## src/rtl/irq_controller.sv

```systemverilog
// ============================================================================
// Module   : irq_controller
// Purpose  : Prioritised interrupt controller feeding the CSR trap logic, with a
//            claim/complete handshake. Optional macro IRQ_EDGE_EN turns on
//            per-source edge detection selected by EDGE_MASK.
// Revision : 1.0 - initial release
// ============================================================================
`default_nettype none

module irq_controller #(
  parameter int unsigned          NUM_SRC   = 8,
  parameter int unsigned          PRIO_W    = 3,
  parameter logic [NUM_SRC-1:0]   EDGE_MASK = '0,
  parameter int unsigned          ID_W      = $clog2(NUM_SRC + 1)
) (
  input  logic               clk,
  input  logic               reset,
  input  logic [NUM_SRC-1:0] irq_src,
  input  logic               reg_wr,
  input  logic               reg_rd,
  input  logic [7:0]         addr,
  input  logic [31:0]        wdata,
  output logic [31:0]        rdata,
  input  logic               claim,
  input  logic               complete,
  input  logic [ID_W-1:0]    complete_id,
  output logic               irq_req,
  output logic [ID_W-1:0]    irq_id,
  output logic [ID_W-1:0]    svc_id,
  output logic               err
);

  localparam logic [7:0] ADDR_ENABLE    = 8'h00;
  localparam logic [7:0] ADDR_PENDING   = 8'h01;
  localparam logic [7:0] ADDR_THRESHOLD = 8'h02;
  localparam logic [7:0] ADDR_STATUS    = 8'h03;
  localparam int         PRIO_BASE      = 16;

  // Sources flagged here latch rising edges; all others track their level.
`ifdef IRQ_EDGE_EN
  localparam logic [NUM_SRC-1:0] EDGE_SEL = EDGE_MASK;
`else
  localparam logic [NUM_SRC-1:0] EDGE_SEL = EDGE_MASK & '0;
`endif

  typedef enum logic [0:0] {
    S_IDLE = 1'b0,
    S_BUSY = 1'b1
  } state_t;

  state_t              state_q, state_d;
  logic [NUM_SRC-1:0]  sync1_q, sync1_d;
  logic [NUM_SRC-1:0]  sync2_q, sync2_d;
  logic [NUM_SRC-1:0]  sync3_q, sync3_d;
  logic [NUM_SRC-1:0]  pending_q, pending_d;
  logic [NUM_SRC-1:0]  enable_q, enable_d;
  logic [PRIO_W-1:0]   threshold_q, threshold_d;
  logic [PRIO_W-1:0]   prio_q [NUM_SRC];
  logic [PRIO_W-1:0]   prio_d [NUM_SRC];
  logic                best_valid_q, best_valid_d;
  logic [ID_W-1:0]     best_id_q, best_id_d;
  logic [ID_W-1:0]     svc_id_q, svc_id_d;
  logic                err_q, err_d;

  logic [NUM_SRC-1:0]  cand;
  logic [NUM_SRC-1:0]  rise;
  logic [NUM_SRC-1:0]  clr;
  logic [PRIO_W-1:0]   best_prio;
  logic                claim_take;
  logic                unused_wdata;

  assign unused_wdata = ^wdata;

  // Completion has precedence: a claim in the same cycle is dropped.
  assign claim_take = claim && !complete && (state_q == S_IDLE) && best_valid_q;

  always_comb begin
    sync1_d = irq_src;
    sync2_d = sync1_q;
    sync3_d = sync2_q;
    rise    = sync2_q & ~sync3_q;
    clr     = '0;
    if (reg_wr && addr == ADDR_PENDING) clr = wdata[NUM_SRC-1:0];
    for (int i = 0; i < NUM_SRC; i++) begin
      if (claim_take && best_id_q == ID_W'(i + 1)) clr[i] = 1'b1;
    end
    // Set beats clear on edge sources.
    pending_d = (EDGE_SEL & ((pending_q & ~clr) | rise)) | (~EDGE_SEL & sync2_q);
  end

  always_comb begin
    enable_d    = enable_q;
    threshold_d = threshold_q;
    prio_d      = prio_q;
    if (reg_wr) begin
      case (addr)
        ADDR_ENABLE:    enable_d    = wdata[NUM_SRC-1:0];
        ADDR_THRESHOLD: threshold_d = wdata[PRIO_W-1:0];
        default: ;
      endcase
      for (int i = 0; i < NUM_SRC; i++) begin
        if (addr == 8'(PRIO_BASE + i)) prio_d[i] = wdata[PRIO_W-1:0];
      end
    end
  end

  always_comb begin
    cand         = pending_q & enable_q;
    best_valid_d = 1'b0;
    best_id_d    = '0;
    best_prio    = '0;
    // Strict '>' keeps the lowest index on equal priority.
    for (int i = 0; i < NUM_SRC; i++) begin
      if (cand[i] && (prio_q[i] > threshold_q) &&
          (!best_valid_d || prio_q[i] > best_prio)) begin
        best_valid_d = 1'b1;
        best_prio    = prio_q[i];
        best_id_d    = ID_W'(i + 1);
      end
    end
  end

  always_comb begin
    state_d  = state_q;
    svc_id_d = svc_id_q;
    err_d    = err_q;
    if (reg_wr && addr == ADDR_STATUS) err_d = 1'b0;
    case (state_q)
      S_IDLE: begin
        if (complete) begin
          err_d = 1'b1;
        end else if (claim_take) begin
          svc_id_d = best_id_q;
          state_d  = S_BUSY;
        end
      end
      S_BUSY: begin
        if (complete) begin
          if (complete_id == svc_id_q) begin
            svc_id_d = '0;
            state_d  = S_IDLE;
          end else begin
            err_d = 1'b1;
          end
        end
      end
      default: state_d = S_IDLE;
    endcase
  end

  always_ff @(posedge clk or posedge reset) begin
    if (reset) begin
      state_q      <= S_IDLE;
      sync1_q      <= '0;
      sync2_q      <= '0;
      sync3_q      <= '0;
      pending_q    <= '0;
      enable_q     <= '0;
      threshold_q  <= '0;
      best_valid_q <= 1'b0;
      best_id_q    <= '0;
      svc_id_q     <= '0;
      err_q        <= 1'b0;
      for (int i = 0; i < NUM_SRC; i++) prio_q[i] <= '0;
    end else begin
      state_q      <= state_d;
      sync1_q      <= sync1_d;
      sync2_q      <= sync2_d;
      sync3_q      <= sync3_d;
      pending_q    <= pending_d;
      enable_q     <= enable_d;
      threshold_q  <= threshold_d;
      best_valid_q <= best_valid_d;
      best_id_q    <= best_id_d;
      svc_id_q     <= svc_id_d;
      err_q        <= err_d;
      prio_q       <= prio_d;
    end
  end

  always_comb begin
    rdata = '0;
    if (reg_rd) begin
      case (addr)
        ADDR_ENABLE:    rdata[NUM_SRC-1:0] = enable_q;
        ADDR_PENDING:   rdata[NUM_SRC-1:0] = pending_q;
        ADDR_THRESHOLD: rdata[PRIO_W-1:0]  = threshold_q;
        ADDR_STATUS: begin
          rdata[ID_W-1:0] = svc_id_q;
          rdata[31]       = err_q;
        end
        default: ;
      endcase
      for (int i = 0; i < NUM_SRC; i++) begin
        if (addr == 8'(PRIO_BASE + i)) rdata[PRIO_W-1:0] = prio_q[i];
      end
    end
  end

  assign irq_req = (state_q == S_IDLE) && best_valid_q;
  assign irq_id  = irq_req ? best_id_q : '0;
  assign svc_id  = svc_id_q;
  assign err     = err_q;

endmodule

`default_nettype wire
```

## config.mk

```make
export PLATFORM = sky130hd
export DESIGN_NAME = irq_controller
export DESIGN_NICKNAME = d
export VERILOG_FILES = /design/src/rtl/irq_controller.sv
export SDC_FILE = /design/constraint.sdc
export NUM_CORES = 1
export LEC_CHECK = 0
export CAP_MARGIN = 25
export CORE_MARGIN = 2
export CORE_UTILIZATION = 60
export DETAILED_ROUTE_END_ITERATION = 12
export DONT_BUFFER_PORTS = 1
export PLACE_DENSITY = 0.76
export SLEW_MARGIN = 20
export SYNTH_ARGS = -nofsm -noshare
export SYNTH_HDL_FRONTEND = slang
export SYNTH_SLANG_ARGS = --single-unit
```

## constraint.sdc

```tcl
create_clock -name clk -period 21.9 [get_ports clk]
set_clock_uncertainty 0.1 [all_clocks]
set_input_delay 3.285 -clock clk [delete_from_list [all_inputs] [get_ports clk]]
set_output_delay 3.285 -clock clk [all_outputs]
set_load 0.03 [all_outputs]
```

==> results.py <==
metrics = {
    "global_routing": {
        "grt_usage": 0.273,
        "grt_pass1_wl_mm": 17.8,
        "gr-total-overflow": 0,
        "grt_pass1_vias": 3436,
        "grt_max_degree": 71,
        "antenna_found_initial": 0,
    },
    "worst_setup_path": {
        "cpMaxStageDelayCell": "a21oi_1",
        "crit_top_cell": "ha_1",
        "critPathKind": "reg -> reg",
        "slowest_delay_ps": 540,
        "endpoint_kind": "register",
        "cp_max_fo": 13,
        "crit_arrival_ps": 12060,
        "crit_path_start_kind": "register",
        "required_ps": 22040,
    },
    "timing": {
        "max_freq_mhz": 83.9,
        "hold_violations": 0,
        "finalCriticalPeriod_ps": 11920,
        "finalCritPeriodShare": 0.544,
        "rsz0062_at_grt": "no",
        "tightest_slew_ps": 1050,
        "fin_ws_ps": 9980,
        "slew_headroom": 0.293,
        "setup_tns_ps": 0,
        "finalMaxSlewViolations": 0,
        "setup_violations": 0,
    },
    "cts": {
        "insertion_delay_ps": 360,
        "cts_inserted_buffers": 9,
        "clkSinkCount": 70,
        "postCtsResizedCells": 0,
        "clk_pin_slew_ps": 80,
        "cts_tree": "yes",
        "postCtsHoldBufs": 0,
        "clk_path_buf_depth": 2,
        "cts_setup_buffers": 0,
        "cts_root_buffer": "clkbuf_8",
        "htree_levels": 3,
    },
    "drt": {
        "drc": 0,
        "dr.pass1.iters": 7,
        "vias_per_cell": 6.33,
        "wl_mm": 11.0,
        "postRouteAntennaNets": 0,
        "wl_per_cell_um": 19.4,
        "vias": 3594,
        "drt-initial-drc-count": 346,
    },
    "cells_and_area": {
        "nFillCells": 629,
        "n_antenna_cell": 0,
        "layout-drive-gt1-share": 0.142,
        "area_growth_pct": 4.64,
        "final_core_util": 0.638,
        "final_cell_count_no_fill": 568,
        "nets": 564,
    },
    "floorplanning": {
        "start_util": 0.610,
        "die-area_um2": 8500,
        "core_region_area_um2": 7650,
        "die_w_um": 92.2,
        "ioPinCount": 100,
        "rows": 32,
        "die_h_um": 92.2,
    },
    "yosys": {
        "yosys.area.top_type": "dfrtp_1",
        "synthSimpleGateAreaFrac": 0.156,
        "yosys-top-cells-area": "dfrtp_1 38%, ha_1 12%, mux2_2 8.7%",
        "yosysTopAreaCellShare": 0.376,
        "synth_fa_ha_area_frac": 0.121,
        "synth_mux_area_frac": 0.105,
        "synthCells": 461,
        "synth_flop_cell": "dfrtp_1",
        "synth_compound_area_frac": 0.173,
        "seq_area_frac_synth": 0.376,
        "ys_types": 65,
        "syn_avg_cell_area_um2": 10.1,
        "syn_area_um2": 4660,
        "synth_top_family_by_area": "compound AO/OA/AOI/OAI gates",
        "synth-seq-cells": 70,
        "yosys_warnings": 0,
        "async_reset_ff_frac": 1.00,
        "synth_edf_count": 0,
        "synth_xor_xnor_area_share": 0.00751,
    },
    "power": {
        "leakagePower_nw": 2.19,
        "p_total_mw": 0.305,
        "ir_drop_mv": 0.0309,
        "power_density_nw_per_um2": 62.6,
    },
    "place": {
        "place_inst": 552,
        "io_buffers": 0,
        "hpwl_mm": 7.82,
        "dp_slack_ps": 10240,
        "place_congestion": 0.946,
    },
    "hold_path": {
        "hold_class": "reg -> reg",
    },
    "job": {
        "drv_cap": 0,
    },
    "status": {
        "outcome": "complete, no violations",
    },
}
-- final cells by class --
type | instances | area (µm²) | area share
clock inverters | 7 | 97.6 | 0.0200
flip-flops and latches | 70 | 1750 | 0.359
clock buffers | 9 | 124 | 0.0254
well taps | 102 | 128 | 0.0261
repair buffers | 1 | 7.51 | 0.00154
multi-input cells | 362 | 2710 | 0.555
inverters | 17 | 63.8 | 0.0131
-- through the flow --
stage               hold slack, ps  cell area [µm²]
finish                         249             4880
detailed placement             235             4660
CTS                            247             4880
global placement               231             4660
global route                   252             4880
floorplan                      231             4750
-- synth_stat cells, types with 2 or more instances --
library cell and count:
a21oi_1 13, nand3_1 20, mux2i_1 6, buf_1 4, a21boi_0 3, o211ai_1 4
o21a_1 11, nor4_1 2, xor2_1 4, a22oi_1 10, a22o_1 5, nor3b_1 2
o31ai_1 2, or2_2 3, nor3_1 9, and2_1 10, o311a_1 2, mux2_2 36
nand3b_1 5, dfrtp_1 70, a32oi_1 2, a41oi_1 2, o2111ai_1 3, clkbuf_1 5
o21ai_0 24, nor2_1 20, o211a_1 3, ha_1 45, a221oi_1 4, a21o_1 2
nand2b_1 2, o221ai_1 2, buf_4 23, nor2b_1 20, a31oi_1 7, nand2_1 31
inv_1 17
-- worst paths after layout --
path                                 from           end  slack, ps  depth (start not counted)
max                        threshold_q[1]  best_id_q[0]       9980                         53
min                          pending_d[2]  pending_q[2]        250                          0
max reg2reg                threshold_q[1]  best_id_q[0]       9980                         53
min reg2reg                  pending_d[2]  pending_q[2]        250                          0
max in group asynchronous           reset  pending_d[1]      18170                          2
min in group asynchronous           reset    sync1_q[4]       2960                          2
-- per-layer routing --
metal,share of wire,GRT usage
met1,0.44,0.379
met2,0.46,0.425
met3,0.077,0.0583
met4,0.020,0.0983
met5,0,0
-- cell usage in the layout (no fill, tap or decap), types with 3 or more instances in the layout --
master	synthesis	routed
dfrtp_1	70	70
ha_1	45	45
mux2_2	36	36
nand2_1	31	31
o21ai_0	24	24
conb_1	1	23
nor2b_1	20	20
nand3_1	20	20
nor2_1	20	20
inv_1	17	16
a21oi_1	13	13
o21a_1	11	11
and2_1	10	10
a22oi_1	10	10
nor3_1	9	9
clkbuf_8	0	9
a31oi_1	7	7
mux2i_1	6	6
nand3b_1	5	5
a22o_1	5	5
o211ai_1	4	4
a221oi_1	4	4
xor2_1	4	4
o2111ai_1	3	3
a21boi_0	3	3
o211a_1	3	3
or2_2	3	3
-- sequential cells by signal (all words and copies together) (netlist names) --
register,flops
best_id_q,4
best_valid_q,1
enable_q,8
err,1
pending_d,8
pending_q,8
prio_q,24
state_q,1
svc_id,4
sync1_q,8
threshold_q,3
-- logic make-up (layout without fill, tap and decap cells) --
group	after synthesis	after routing
XOR/XNOR	4	4
buffers and inverters	51	34
AND/OR/NAND/NOR	135	135
multiplexers	43	43
adder cells (fa/ha/maj)	45	45
other	1	23
flip-flops	70	70
AO/OA/AOI/OAI	112	112
-- where the power goes --
group	switching, mW	internal [mW]	leakage [nW]
combinational	0.0257	0.0171	1.19
clock	0.0537	0.0644	0.106
sequential	0.00809	0.136	0.891
total	0.0875	0.218	2.19
-- critical path: cells and delay by family, from the launching register on --
kind | cells | cell delay, ps
AO/OA/AOI/OAI | 33 | 6470
adder cells (fa/ha/maj) | 8 | 2410
AND/OR/NAND/NOR | 11 | 1990
flip-flops | 1 | 410
buffers and inverters | 1 | 390
Power figures use the tool's default switching activity.
